$ cat config.mk
export PLATFORM = sky130hd
export DESIGN_NAME = mem_port_arbiter
export DESIGN_NICKNAME = d
export VERILOG_FILES = /design/src/rtl/mem_port_arbiter.sv
export SDC_FILE = /design/constraint.sdc
export NUM_CORES = 1
export LEC_CHECK = 0
export CELL_PAD_IN_SITES_DETAIL_PLACEMENT = 0
export CELL_PAD_IN_SITES_GLOBAL_PLACEMENT = 1
export CORE_MARGIN = 3
export CORE_UTILIZATION = 14
export DETAILED_ROUTE_END_ITERATION = 10
export HOLD_SLACK_MARGIN = 0.05
export PLACE_DENSITY = 0.83
export SYNTH_ARGS = -nofsm -noshare
export SYNTH_HDL_FRONTEND = slang
export SYNTH_SLANG_ARGS = --single-unit
$ cat constraint.sdc
create_clock -name i_CLK -period 1.69 [get_ports i_CLK]
set_clock_uncertainty 0.05 [all_clocks]
set_input_delay 0.338 -clock i_CLK [delete_from_list [all_inputs] [get_ports i_CLK]]
set_output_delay 0.338 -clock i_CLK [all_outputs]
set_load 0.01 [all_outputs]
$ cat src/rtl/mem_port_arbiter.sv
// mem_port_arbiter: shares one single-port RAM between instruction fetch and load/store.
// MEM has fixed priority over IF. The RAM answers one cycle after the address, and the
// response is steered back to whichever stage owned the access.
// Optional build macro ARB_STARVE_GUARD_EN: IF is force-granted after STARVE_LIMIT denied cycles.
module mem_port_arbiter #(
  parameter int unsigned ADDR_WIDTH   = 10,
  parameter int unsigned STARVE_LIMIT = 4
) (
  input  logic                  i_CLK,
  input  logic                  i_RST,
  input  logic                  i_IFReq,
  input  logic [31:0]           i_IFAddr,
  input  logic                  i_Flush,
  output logic                  o_IFGnt,
  output logic                  o_IFRValid,
  output logic [31:0]           o_IFRData,
  input  logic                  i_MemReq,
  input  logic                  i_MemWrite,
  input  logic [31:0]           i_MemAddr,
  input  logic [2:0]            i_LSWidth,
  input  logic                  i_SignExt,
  input  logic [31:0]           i_MemWData,
  output logic                  o_MemGnt,
  output logic                  o_MemRValid,
  output logic [31:0]           o_MemRData,
  output logic                  o_Misalign,
  output logic                  o_IFStall,
  output logic                  o_MemStall,
  output logic [ADDR_WIDTH-1:0] o_RamAddr,
  output logic                  o_RamWE,
  output logic [3:0]            o_RamBE,
  output logic [31:0]           o_RamWData,
  input  logic [31:0]           i_RamRData
);

  localparam logic [2:0] W_BYTE = 3'd1;
  localparam logic [2:0] W_HALF = 3'd2;
  localparam logic [2:0] W_WORD = 3'd3;

  typedef enum logic [1:0] {IDLE, RESP_IF, RESP_MEM} state_t;

  state_t      state;
  logic [1:0]  lat_off;
  logic [2:0]  lat_width;
  logic        lat_sext;
  logic        flush_q;

  logic        force_if_c;
  logic        mem_gnt_c;
  logic        if_gnt_c;
  logic        misalign_c;
  logic [3:0]  mem_be_c;
  logic [1:0]  mem_off_c;
  logic [31:0] shifted_c;
  logic [31:0] load_data_c;
  logic        unused_c;

  assign mem_off_c = i_MemAddr[1:0];
  assign unused_c  = ^{i_IFAddr[31:ADDR_WIDTH+2], i_IFAddr[1:0], i_MemAddr[31:ADDR_WIDTH+2]};

`ifdef ARB_STARVE_GUARD_EN
  localparam int unsigned CNT_W = $clog2(STARVE_LIMIT + 1);
  logic [CNT_W-1:0] starve_cnt;

  // Count cycles IF sits requesting without a grant; saturates at the limit
  always_ff @(posedge i_CLK or posedge i_RST) begin
    if (i_RST) begin
      starve_cnt <= '0;
    end else if (if_gnt_c) begin
      starve_cnt <= '0;
    end else if (i_IFReq && (starve_cnt < CNT_W'(STARVE_LIMIT))) begin
      starve_cnt <= starve_cnt + CNT_W'(1);
    end
  end

  assign force_if_c = i_IFReq && (starve_cnt >= CNT_W'(STARVE_LIMIT));
`else
  localparam int unsigned starve_limit_unused = STARVE_LIMIT;
  assign force_if_c = 1'b0;
`endif

  // Single grant per cycle: MEM first unless IF has starved
  assign mem_gnt_c  = ~i_RST & i_MemReq & ~force_if_c;
  assign if_gnt_c   = ~i_RST & i_IFReq & ~mem_gnt_c;
  assign o_MemGnt   = mem_gnt_c;
  assign o_IFGnt    = if_gnt_c;
  assign o_IFStall  = ~i_RST & i_IFReq & ~if_gnt_c;
  assign o_MemStall = ~i_RST & i_MemReq & ~mem_gnt_c;
  assign o_Misalign = mem_gnt_c & misalign_c;

  // Byte enables and legality of the load/store width at this offset
  always_comb begin
    mem_be_c   = 4'b0000;
    misalign_c = 1'b0;
    case (i_LSWidth)
      W_BYTE:  mem_be_c = 4'b0001 << mem_off_c;
      W_HALF: begin
        mem_be_c   = mem_off_c[1] ? 4'b1100 : 4'b0011;
        misalign_c = mem_off_c[0];
      end
      W_WORD: begin
        mem_be_c   = 4'b1111;
        misalign_c = (mem_off_c != 2'b00);
      end
      default: misalign_c = 1'b1;
    endcase
  end

  // Drive the RAM port from the granted requester; idle on misalign or no grant
  always_comb begin
    o_RamAddr  = '0;
    o_RamWE    = 1'b0;
    o_RamBE    = 4'b0000;
    o_RamWData = '0;
    if (mem_gnt_c && !misalign_c) begin
      o_RamAddr = i_MemAddr[ADDR_WIDTH+1:2];
      o_RamWE   = i_MemWrite;
      o_RamBE   = mem_be_c;
      case (i_LSWidth)
        W_BYTE:  o_RamWData = {4{i_MemWData[7:0]}};
        W_HALF:  o_RamWData = {2{i_MemWData[15:0]}};
        default: o_RamWData = i_MemWData;
      endcase
    end else if (if_gnt_c) begin
      o_RamAddr = i_IFAddr[ADDR_WIDTH+1:2];
      o_RamBE   = 4'b1111;
    end
  end

  // Response-owner FSM; a new grant may issue during the response cycle
  always_ff @(posedge i_CLK or posedge i_RST) begin
    if (i_RST) begin
      state     <= IDLE;
      lat_off   <= 2'b00;
      lat_width <= 3'd0;
      lat_sext  <= 1'b0;
      flush_q   <= 1'b0;
    end else begin
      flush_q <= 1'b0;
      if (mem_gnt_c) begin
        state     <= (!i_MemWrite && !misalign_c) ? RESP_MEM : IDLE;
        lat_off   <= mem_off_c;
        lat_width <= i_LSWidth;
        lat_sext  <= i_SignExt;
      end else if (if_gnt_c) begin
        state   <= RESP_IF;
        flush_q <= i_Flush;
      end else begin
        state <= IDLE;
      end
    end
  end

  // Align the returned word to the latched offset and extend to 32 bits
  always_comb begin
    shifted_c = i_RamRData >> {lat_off, 3'b000};
    case (lat_width)
      W_BYTE:  load_data_c = {{24{lat_sext & shifted_c[7]}}, shifted_c[7:0]};
      W_HALF:  load_data_c = {{16{lat_sext & shifted_c[15]}}, shifted_c[15:0]};
      default: load_data_c = shifted_c;
    endcase
  end

  assign o_IFRValid  = (state == RESP_IF) & ~flush_q & ~i_Flush;
  assign o_IFRData   = (state == RESP_IF) ? i_RamRData : 32'd0;
  assign o_MemRValid = (state == RESP_MEM);
  assign o_MemRData  = (state == RESP_MEM) ? load_data_c : 32'd0;

endmodule

Word-level counts from Yosys, hierarchy flattened
Cells that the tools add are included.
{"block": "classes", "n_eq_ne": 7, "shifts": 2, "muxes": 18, "n_bitwise": 14, "n_reduce_logical": 5}
{"op": "one-hot mux 32 bit (2 select lines)", "count": 2}
{"op": "two-way mux 32 bit", "count": 3}
{"op": ">> shifter 32 x 5 -> 32 bit", "count": 1}
{"op": "two-way mux 10 bit", "count": 2}
{"op": "two-way mux 4 bit", "count": 3}
{"op": "one-hot mux 4 bit (3 select lines)", "count": 1}
{"op": "AND 1 bit", "count": 9}
{"op": "== test 3 x 2 -> 1 bit, second input constant", "count": 3}
{"op": "== test 3 x 1 -> 1 bit, second input constant", "count": 2}
{"op": "NOT 1 bit", "count": 5}
{"op": "two-way mux 1 bit", "count": 4}
{"op": "two-way mux 2 bit", "count": 2}
{"op": "<< shifter 1 x 2 -> 4 bit, first input constant", "count": 1}
{"op": "one-hot mux 1 bit (3 select lines)", "count": 1}
{"op": "== test 2 x 1 -> 1 bit, second input constant", "count": 1}
{"op": "== test 2 bit, second input constant", "count": 1}
{"op": "logical AND 1 bit", "count": 2}
{"op": "zero test 1 bit", "count": 2}
{"op": "nonzero test 2 bit", "count": 1}
{"block": "word_totals", "regBits": 9, "input_bits": 138, "output_inout_bits": 118, "wordCells": 51}

Logic depth before layout (Yosys ltp)
{"block": "logic_depth", "depth_word": 6, "depth_mapped": 6, "mapped_depth_nobuf": 4}

Least setup slack after synthesis
OpenSTA, ideal clock, no wires.
{"block": "synth_timing", "kind": "register to output", "startpoint": "reg lat_off[0]", "endpoint": "out o_MemRData[29]", "arrival_ns": 1.505, "required_time_ns": 1.302, "path_slack_ns": -0.203, "path_stages_with_launch": 7, "path_buffers": 2, "path_cell_list": "dfrtp_1 -> clkbuf_1 -> nor2b_1 -> a211oi_1 -> o311a_4 -> buf_8 -> nor3_1"}
{"block": "synth_between", "elab_chain_len": 4, "word_cells_on_any_way": 5, "classes_between": "shift: 1; mux: 2; bitwise: 2"}
{"element": "start: declaration", "line_no": "43", "source": "logic [1:0] lat_off;"}
{"element": "start signal: assignment", "line_no": "142", "source": "lat_off <= mem_off_c;"}
{"element": ">> shifter 32 x 5 -> 32 bit (*)", "line_no": "156", "source": "shifted_c = i_RamRData >> {lat_off, 3'b000};"}
{"element": "AND 1 bit (on tied branches)", "line_no": "159, 158"}
{"element": "one-hot mux 32 bit (2 select lines) (*)", "line_no": "157", "source": "case (lat_width)"}
{"element": "two-way mux 32 bit (*)", "line_no": "167", "source": "assign o_MemRData = (state == RESP_MEM) ? load_data_c : 32'd0;"}
{"element": "end: declaration", "line_no": "25", "source": "output logic [31:0] o_MemRData,"}
Every way passes the cells marked *; elsewhere a longest branch is shown, timed or not.

Final worst setup path
{"block": "layout_timing", "startpoint": "reg lat_off[1]", "endpoint": "out o_MemRData[22]"}
The elaborated chain is that of the path after synthesis.

==> impl_metrics.json <==
{
  "synth_ff_type": "dfrtp_1",
  "yosysTopAreaCell": "nand2_1",
  "leakage_nw": 2.964,
  "yosysWarnings": 0,
  "rr_worst_depth": 3,
  "htree_levels": 1,
  "violations": "setup timing",
  "yosysMostFrequentCell": "nand2_1",
  "nNetsFinal": 792,
  "clk_latency_ns": 0.23,
  "die_area_sq_um": 16380,
  "pre_cts_ws_ns": -1.433,
  "drc_errors": 0,
  "synthesis.nets": 469,
  "whs_ns": 0.2559,
  "yosys.area.top_type_share_pct": 12.97,
  "hold_viol_final": 0,
  "fmax_ghz": 0.4340,
  "grt_usage_pct": 16.64,
  "synth_common_cells": "72 x nand2_1, 35 x a21oi_1, 35 x and2_1, 24 x nor2_1, 16 x mux2i_1",
  "critPathLaunchType": "flip-flop",
  "run_status": "complete, but fails checks",
  "cts_root_buffer": "clkbuf_16",
  "grt_max_degree": 18,
  "clk_pin_slew_worst_paths_ns": 0.04,
  "grt_pass1_wl_microns": 21700,
  "cts_tree": "built",
  "syn_to_final_growth_pct": 206.1,
  "vdd_ir_drop_max_mv": 0.1994,
  "maxCapViolCount": 0,
  "post-route-min-period_ns": 2.304,
  "setup_slack_ns": -0.6141,
  "setup-violations-final": 111,
  "first_pass_iters": 4,
  "syn_area_sq_um": 2083,
  "cp_cell_sequence": "mux4_2 -> nand2_4 -> o311a_4 -> buf_6 -> buf_12 -> nor2_2 -> buf_2",
  "ys_seq_elements": 9,
  "ys_seq_area_share_pct": 10.81,
  "num_io_pins": 256,
  "required_ns": 1.30,
  "start_util_pct": 14.67,
  "post_drt_wl_per_cell_microns": 18.61,
  "crit_type": "reg2out",
  "hold_path_class": "in2async",
  "numPortBuffers": 212,
  "crit_buf_inv": 3,
  "r2r_start": "lat_off[0]$_DFFE_PP0P_",
  "synthArstFlopShare_pct": 100.0,
  "critPathTopFamily": "multiplexers",
  "p_per_area_nw_per_um2": 388.7,
  "crit_fanout": 8,
  "rsz0062_at_grt": "true",
  "core_sq_um": 14200,
  "dr.first_iter.drc_count": 128,
  "slew_violations": 0,
  "num_rows": 43,
  "overflow": 0,
  "die_h_microns": 128.0,
  "finalCritPeriodShare_pct": 136.3,
  "routabilityCongestion": 0.8931,
  "clockBufferDepth": 2,
  "cts_made_buffers": 3,
  "vias": 3934,
  "syn_inst": 331,
  "r2r-end": "lat_off[0]$_DFFE_PP0P_",
  "ant_nets": 0,
  "vias_per_cell": 4.723,
  "cts_sinks": 9,
  "grt_pass1_vias": 4005,
  "synth_cell_types": 39,
  "worstSetupEndpointType": "primary output",
  "rrSetupSlack_ns": 0.79,
  "synth_edf_count": 0,
  "diodes": 0,
  "drive_above_1_share_pct": 65.08,
  "hpwl_microns": 10840,
  "synth.area.top_cells": "nand2_1 13%, dfrtp_1 11%, and2_1 11%",
  "avgSynthCellArea_sq_um": 6.294,
  "crit_arrival_ns": 1.92,
  "antenna_found_initial": 0,
  "wl_microns": 15510,
  "dieWidth_microns": 128.0,
  "slowest_stage": "mux4_2",
  "critPathMaxStageDelay_ns": 0.56
}
## metrics by stage
| step | util, % | instances | setup TNS [ns] | cell area [sq um] | power [mW] |
|---|---|---|---|---|---|
| after CTS | 41.53 | 830 | -28.52 | 5898 | 2.287 |
| after detailed placement | 35.96 | 773 | -98.57 | 5107 | 1.519 |
| after global placement | 35.96 | 773 | -95.94 | 5107 | 1.510 |
| final | 44.90 | 833 | -24.98 | 6377 | 2.479 |
| after floorplan | - | 331 | -3.147 | 2277 | 0.8150 |
| after global routing | 44.90 | 833 | -29.72 | 6377 | 2.596 |
## sequential cells by signal (all words and copies together) (netlist names)
signal / cells
lat_width: 3
lat_sext: 1
state: 2
flush_q: 1
lat_off: 2
## cell families after synthesis
kind of cell / count (synthesis) / share of synthesized area (%)
AOI/OAI and AO/OA: 94 / 29.37
muxes: 18 / 9.309
and+or+nand+nor: 172 / 41.56
DFF: 9 / 10.81
buffers and inverters: 36 / 8.348
other: 1 / 0.1800
xor gates and xnor gates: 1 / 0.4205
## layout by cell type, fill, tap and decap left out, drive strengths merged, types with 2 or more instances in the layout
cell,instances
o2bb2ai,7
o21ai,13
nand2b,3
dlygate4sd2,5
and3,9
nor2,24
clkbuf,5
inv,5
mux2i,16
nor3b,4
buf,256
a31oi,8
a21oi,35
nor2b,10
clkdlybuf4s15,3
or3b,2
nand2,73
a22o,10
a211oi,15
a21o,3
nor3,9
dfrtp,9
clkdlybuf4s50,82
and2,35
## final cells by class
type / count / area (sq um)
sequential: 9 / 227.7
clock buffer: 4 / 78.83
multi-input combinational: 286 / 2486
inverter: 6 / 31.28
tap: 180 / 225.2
fill: 1309 / 7826
timing repair buffer: 348 / 3328
## power by group
part | total, mW | leakage (nW) | switching (mW) | internal [mW]
clock | 0.407 | 0.0382 | 0.0931 | 0.314
sequential | 0.262 | 0.113 | 0.0244 | 0.238
combinational | 1.81 | 2.81 | 0.830 | 0.979
## repair_timing
item | CTS | global route
gates resized for setup | 651 | 162
gates cloned | 9 | 1
setup buffers | 48 | 17
setup endpoints to repair | 118 | 114
pin swaps | 50 | 69
hold buffers | 0 | 0
## routing by layer
metal / routed length (microns) / track usage [%] / vias up
li1: - / - / 1800
met1: 5457 / 17.18 / 1817
met2: 7977 / 32.10 / 276
met3: 1402 / 3.292 / 41
met4: 667 / 7.303 / 0
met5: 0 / 0 / -
## worst register-to-register path, stage by stage (launching register included)
cell and delay (ns):
dfrtp_2 0.43, inv_1 0.07, buf_4 0.13, o21ai_0 0.14
## how the worst max path moves through the flow
stage,startpoint,end,slack (ns),cells past startpoint
floorplan,lat_off[1]$_DFFE_PP0P_,o_MemRData[16],-0.20,6
global placement,i_LSWidth[0],o_RamAddr[3],-1.33,6
detailed placement,i_LSWidth[0],o_RamAddr[5],-1.43,6
CTS,lat_off[1]$_DFFE_PP0P_,o_MemRData[18],-0.63,7
global route,lat_off[1]$_DFFE_PP0P_,o_MemRData[22],-0.67,7
finish,lat_off[1]$_DFFE_PP0P_,o_MemRData[22],-0.61,7
No activity file was read; power rests on OpenSTA's default activity.
